**src/rtl/prio_enc_pkg.sv**
```systemverilog
// Shared constants, FSM state type and helpers for the 74148-style
// priority encoder with a sticky pending register and valid/ready handshake.
package prio_enc_pkg;

  localparam int N_REQ  = 8;
  localparam int CODE_W = 3;

  typedef enum logic {
    IDLE  = 1'b0,
    OFFER = 1'b1
  } state_e;

  // One-hot mask for an encoded request index.
  function automatic logic [N_REQ-1:0] code_to_onehot(input logic [CODE_W-1:0] code);
    logic [N_REQ-1:0] mask;
    mask       = {N_REQ{1'b0}};
    mask[code] = 1'b1;
    return mask;
  endfunction

endpackage

```
**src/rtl/prio_enc_find.sv**
```systemverilog
// Combinational highest-set-bit search: index of the most significant
// set bit plus an any-set flag.
module prio_enc_find
  import prio_enc_pkg::*;
(
  input  logic [N_REQ-1:0]  vec,
  output logic [CODE_W-1:0] idx,
  output logic              any
);

  // Ascending scan so the highest set bit is the last assignment to win.
  always_comb begin
    idx = {CODE_W{1'b0}};
    any = |vec;
    for (int i = 0; i < N_REQ; i++) begin
      if (vec[i]) begin
        idx = CODE_W'(i);
      end else begin
        idx = idx;
      end
    end
  end

endmodule

```
**src/rtl/prio_enc_74148.sv**
```systemverilog
// 74148-compatible priority encoder front end: captures active-low
// requests into a pending register and offers one code at a time.
module prio_enc_74148
  import prio_enc_pkg::*;
#(
  parameter int STICKY = 1
) (
  input  logic              clk_i,
  input  logic              rst_n_i,
  input  logic              ei_n_i,
  input  logic [N_REQ-1:0]  in_n_i,
  input  logic              clear_i,
  input  logic              ready_i,
  output logic              valid_o,
  output logic [CODE_W-1:0] code_o,
  output logic [CODE_W-1:0] a_n_o,
  output logic              gs_n_o,
  output logic              eo_n_o,
  output logic [N_REQ-1:0]  pending_o
);

  state_e             state_r;
  state_e             state_nxt_s;
  logic [N_REQ-1:0]   pending_r;
  logic [N_REQ-1:0]   pending_nxt_s;
  logic [CODE_W-1:0]  code_r;
  logic [CODE_W-1:0]  code_nxt_s;
  logic               eo_n_r;
  logic               eo_n_nxt_s;
  logic [N_REQ-1:0]   req_s;
  logic [N_REQ-1:0]   served_s;
  logic               hs_s;
  logic [CODE_W-1:0]  find_idx_s;
  logic               find_any_s;

  prio_enc_find u_find (
    .vec (pending_r),
    .idx (find_idx_s),
    .any (find_any_s)
  );

  // Request gating, handshake detection and served-bit mask.
  always_comb begin
    req_s    = ei_n_i ? {N_REQ{1'b0}} : ~in_n_i;
    hs_s     = (state_r == OFFER) && ready_i && !clear_i;
    served_s = hs_s ? code_to_onehot(code_r) : {N_REQ{1'b0}};
  end

  // Pending update: clear beats set, set beats served on the same bit.
  always_comb begin
    pending_nxt_s = pending_r;
    if (clear_i) begin
      pending_nxt_s = {N_REQ{1'b0}};
    end else if (STICKY != 0) begin
      pending_nxt_s = (pending_r & ~served_s) | req_s;
    end else begin
      pending_nxt_s = req_s;
    end
  end

  // FSM next state; the code is latched only when leaving IDLE so later
  // higher-priority arrivals cannot preempt an offer in flight.
  always_comb begin
    state_nxt_s = state_r;
    code_nxt_s  = code_r;
    case (state_r)
      IDLE: begin
        if (find_any_s && !clear_i) begin
          state_nxt_s = OFFER;
          code_nxt_s  = find_idx_s;
        end else begin
          state_nxt_s = IDLE;
        end
      end
      OFFER: begin
        if (clear_i || ready_i) begin
          state_nxt_s = IDLE;
        end else begin
          state_nxt_s = OFFER;
        end
      end
      default: begin
        state_nxt_s = IDLE;
        code_nxt_s  = {CODE_W{1'b0}};
      end
    endcase
  end

  // Enable-out: low only when enabled, idle and nothing requested or pending.
  always_comb begin
    if (!ei_n_i && (in_n_i == {N_REQ{1'b1}}) && (pending_r == {N_REQ{1'b0}})
        && (state_r == IDLE)) begin
      eo_n_nxt_s = 1'b0;
    end else begin
      eo_n_nxt_s = 1'b1;
    end
  end

  // State, pending, code and enable-out registers.
  always_ff @(posedge clk_i or negedge rst_n_i) begin
    if (!rst_n_i) begin
      state_r   <= IDLE;
      pending_r <= {N_REQ{1'b0}};
      code_r    <= {CODE_W{1'b0}};
      eo_n_r    <= 1'b1;
    end else begin
      state_r   <= state_nxt_s;
      pending_r <= pending_nxt_s;
      code_r    <= code_nxt_s;
      eo_n_r    <= eo_n_nxt_s;
    end
  end

  assign valid_o   = (state_r == OFFER);
  assign code_o    = valid_o ? code_r : {CODE_W{1'b0}};
  assign a_n_o     = valid_o ? ~code_r : {CODE_W{1'b1}};
  assign gs_n_o    = ~valid_o;
  assign eo_n_o    = eo_n_r;
  assign pending_o = pending_r;

endmodule

```
**config.mk**
```make
export PLATFORM = sky130hd
export DESIGN_NAME = prio_enc_74148
export DESIGN_NICKNAME = d
export VERILOG_FILES = /design/src/rtl/prio_enc_pkg.sv /design/src/rtl/prio_enc_find.sv /design/src/rtl/prio_enc_74148.sv
export SDC_FILE = /design/constraint.sdc
export NUM_CORES = 1
export LEC_CHECK = 0
export CAP_MARGIN = 10
export CORE_AREA = 8 8 50 52
export CTS_CLUSTER_SIZE = 8
export DETAILED_ROUTE_END_ITERATION = 10
export DIE_AREA = 0 0 58 60
export PLACE_DENSITY = 0.77
export RECOVER_POWER = 25
export SLEW_MARGIN = 40
export SYNTH_ARGS = -nofsm -noshare
export SYNTH_HDL_FRONTEND = slang
export SYNTH_SLANG_ARGS = --single-unit
```
**constraint.sdc**
```tcl
create_clock -name clk_i -period 2.08 [get_ports clk_i]
set_input_delay 0.312 -clock clk_i [delete_from_list [all_inputs] [get_ports clk_i]]
set_output_delay 0.312 -clock clk_i [all_outputs]
set_load 0.02 [all_outputs]
```
# Yosys cells after proc, flatten, opt, wreduce, memory -nomap -nowiden
# Cells that the tools add are included.
# classes
magnitude_cmp	2
eq_ne	1
muxes	18
n_bitwise	6
reduce_logical	13
# op_table
op	n
2-to-1 mux 8 bit	3
2-to-1 mux 3 bit	6
inverter 8 bit	2
bitwise AND 8 bit	1
== test 8 bit, second input constant	1
zero test 8 bit	1
OR 8 bit	1
OR reduction 8 bit	1
logical AND 1 bit	7
2-to-1 mux 1 bit	5
less-than comparator 3 x 4 -> 1 bit, second input constant	1
2-to-1 mux 2 bit	2
demux 1 bit (select 3 bit)	1
>= comparator 3 x 1 -> 1 bit, second input constant	1
inverter 3 bit	1
zero test 1 bit	2
one-hot mux 1 bit (2 select lines)	1
AND reduction 2 bit	1
logical OR 1 bit	1
inverter 1 bit	1
# totals
ff_bits	13
inputBits	13
output_inout_bits	17
word_cells	44

# Depth between registers and ports, before layout
# logic_depth
ltp_word	9
depth_mapped	4
depth_no_buf	4

# Modules after synthesis
# A second synthesis with hierarchy kept.
# hier_totals
hier_cells	78
hier_area_um2	726.9
# modules_own_cells
module	n_inst	cells_each	area_each_um2	seq_area_each_um2
prio_enc_74148	1	66	660.6	326.6
prio_enc_find	1	12	66.3	0.0

# Worst setup path before layout
# No wires, ideal clock.
# synth_timing
kind	flip-flop to output port
start	reg state_r, in the netlist valid_o
end	out a_n_o[0]
arrival_ps	1069
required_ps	1768
slack_ps	699
path_stages_with_launch	4
n_path_buf	1
path_cell_list	dfrtp_1 -> buf_2 -> and2_1 -> inv_1
# synth_via
elab_chain_len	1
# synth_lines
item	line	text
start: declaration	prio_enc_74148.sv:22	state_e state_r;
start signal: assignment	prio_enc_74148.sv:107	state_r <= state_nxt_s;
2-to-1 mux 3 bit	prio_enc_74148.sv:116	assign a_n_o = valid_o ? ~code_r : {CODE_W{1'b1}};
end: declaration	prio_enc_74148.sv:16	output logic [CODE_W-1:0] a_n_o,
# No other way between the ends.

# Worst setup path after layout
# Ends and elaborated chain as after synthesis.

==> run summary <==
Endpoints failing setup - 0
Initial Util - 38.8%
IO Port Bufs - 29
Avg Synthesized Cell Area - 9.08 um2
Total CTS buffers - 3
Worst Reg-to-Reg Cells - 4
Pin count of the biggest net entering global routing - 14
Crit share post-route - 92.5%
Synthesized flop and latch total - 13
Area leader, netlist - dfrtp_1
Area Growth Syn to Fin - 48.3%
Worst path max stage delay - 0.59 ns
Critical-path maximum fanout - 11
Final TNS setup - 0 ns
CP cell instances - and2_1, inv_1, clkdlybuf4s50_1
Area fraction of the dominant cell type after synthesis - 42.9%
Final Hold Vio Count - 0
Worst Skew - 0.00210 ns
Share of cells above drive strength 1 - 13.8%
Hold Buf Count CTS - 0
Seq/Total Area, Yosys - 46.7%
Worst-skew pair later-pin latency - 0.27 ns
Detailed-route DRC error count - 0
R2R Setup Slk - 0.81 ns
DR vias/cell - 5.38
Vias in the first global route - 666
Sequential power share - 45.7%
Synthesized instance count - 77
Buffer count from post-CTS setup fixing - 0
Post-layout util - 57.6%
P_leak - 0.418 nW
CTS tree - built
Wire per inst - 14.1 um
Pint - 0.000479 W
Setup CP Type - flop to output port
Clock Root Buffer - clkbuf_4
Slowest CP cell - clkdlybuf4s50_1
# resized after CTS - 0
Ranking of synthesized cells by area - dfrtp_1, nor4_4, a21oi_1
Total GRT Usage - 11.3%
Iter 0 DRT Violations - 6
Initial DRT Pass Iterations - 4
CTS Buffer Depth - 2
N_diodes - 0
Critical Path RT - 1.77 ns
Top delay family on crit path - buffers and inverters
Die Ht - 60 um
Clk slew on worst S/H paths - 0.08 ns
Endpoint class of the critical path - output port
Antenna Nets Post-Route - 0
Startpoint types - flop
RD Place Congestion - 0.850
H-Tree Depth - 1
PnR worst setup slack - 0.157 ns
FF-to-FF Start - pending_o[5]$_DFF_PN0_
Multi-input logic area - 338 um2
Filler Cell Count - 165
Total gr overflow - 0
Routed WL - 1790 um
Status - completed
Buffers & Inverters on Critical Path - 2
Clk network pwr share - 21.2%
Core area - 1800 um2
Worst Tran Pin Value - 0.587 ns
Rows - 16
DPL Wire Length - 1470 um
Die area - 3480 um2
# nets final - 123
Via count - 683
Hold Path Class - input port to async pin
Worst vdd ir - 0.330 mV
Synth warn - 0
Max Slew Vio Count - 0
Chip width - 58 um
Fmax - 520 MHz
WP data arrival - 1.61 ns
R2R Path End - code_r[0]$_DFFE_PN0P_
RSZ-0062 raised after global routing - no
I/O Pins - 30
# clock sinks - 13
Synth unique cells - 25
Pre-CTS WS - 0.437 ns
First-pass GRT wire length - 2990 um
Post-layout min period - 1.92 ns
Initial antenna violation count - 0
Max Cap Violations - 0
Power per Cell Area - 701 nW/um2
Mapped cell area - 699 um2
Gate power share - 33.1%
Register area - 327 um2
Max-slew headroom - 60.7%
Synth Net Count - 90
Psw - 0.000248 W
Switching share of power - 34.1%
power by group through the flow:
stage	clock network, W	logic (W)	registers, W
6_report	0.000154	0.000241	0.000332
5_1_grt	0.000165	0.000262	0.000340
4_1_cts	0.000155	0.000245	0.000332
3_5_place_dp	0	0.000243	0.000337
3_3_place_gp	0	0.000240	0.000335
2_1_floorplan	0	0.000118	0.000336
cells in the final DEF (no fill, tap or decap):
| cell type | Yosys | final |
|---|---|---|
| nand3_1 | 2 | 2 |
| inv_1 | 7 | 7 |
| nor3_1 | 2 | 2 |
| dfstp_2 | 1 | 1 |
| or2_2 | 6 | 6 |
| buf_4 | 0 | 1 |
| dlygate4sd3_1 | 0 | 1 |
| clkbuf_1 | 1 | 1 |
| and2_1 | 1 | 1 |
| nor2_1 | 8 | 8 |
| nand4b_1 | 1 | 1 |
| nor4_4 | 2 | 2 |
| o21a_1 | 1 | 1 |
| o311ai_1 | 1 | 1 |
| a21oi_1 | 8 | 8 |
| clkbuf_4 | 0 | 3 |
| and3_2 | 1 | 1 |
| nand4_1 | 1 | 1 |
| clkdlybuf4s50_1 | 0 | 28 |
| nor4_1 | 3 | 3 |
| nand2b_1 | 2 | 2 |
| a211oi_2 | 1 | 1 |
| a31oi_1 | 1 | 1 |
| a211oi_1 | 1 | 1 |
| nand2_1 | 4 | 4 |
| o21ai_0 | 7 | 7 |
| dfrtp_1 | 12 | 12 |
| o31ai_1 | 2 | 2 |
flip-flops by register name (all words and copies together) (netlist names):
register and flops:
eo_n_o 1, pending_o 8, code_r 3, valid_o 1
worst max-delay path by stage:
stage,to,startpoint,depth (start not counted)
floorplan,a_n_o[0],valid_o$_DFF_PN0_,3
global placement,a_n_o[0],valid_o$_DFF_PN0_,3
detailed placement,a_n_o[0],valid_o$_DFF_PN0_,3
CTS,a_n_o[0],valid_o$_DFF_PN0_,3
global route,a_n_o[0],valid_o$_DFF_PN0_,3
finish,a_n_o[0],valid_o$_DFF_PN0_,3
synth_stat cells (all sizes together):
cell,n
dfrtp,12
o21ai,7
a21oi,8
or2,6
inv,7
and2,1
nand3,2
o311ai,1
nor2,8
nand4,1
nor4,5
nor3,2
o31ai,2
nand4b,1
dfstp,1
and3,1
o21a,1
a31oi,1
nand2b,2
clkbuf,1
nand2,4
a211oi,2
buf,1
metal layers:
metal | track usage (%) | up-vias | part of all wire [%]
li1 | - | 338 | -
met1 | 12.4 | 320 | 40
met2 | 19.3 | 23 | 51
met3 | 3.66 | 2 | 7.5
met4 | 5.24 | 0 | 1.4
met5 | 0 | - | 0
area by class of cell:
| type | instances | area share [%] |
|---|---|---|
| well taps | 18 | 2.17 |
| clock buffers | 4 | 2.53 |
| multi-input cells | 55 | 32.6 |
| inverters | 7 | 2.53 |
| repair buffers | 30 | 28.7 |
| flip-flops and latches | 13 | 31.5 |
stage by stage:
stage | hold WS, ns | cells | cell area (um2) | power, W
final | 0.479 | 127 | 1040 | 0.000727
after global routing | 0.537 | 127 | 1040 | 0.000768
after CTS | 0.427 | 127 | 1040 | 0.000732
after detailed placement | 0.536 | 123 | 1010 | 0.000581
after global placement | 0.537 | 123 | 1010 | 0.000574
after floorplan | 0.0164 | 77 | 699 | 0.000454
kinds of logic after synthesis:
group / after synthesis / share of synthesized area [%]
compound gates: 22 / 19.0
buf+inv: 9 / 5.01
flops: 13 / 46.7
simple gates: 33 / 29.3
Power figures use the tool's default switching activity.
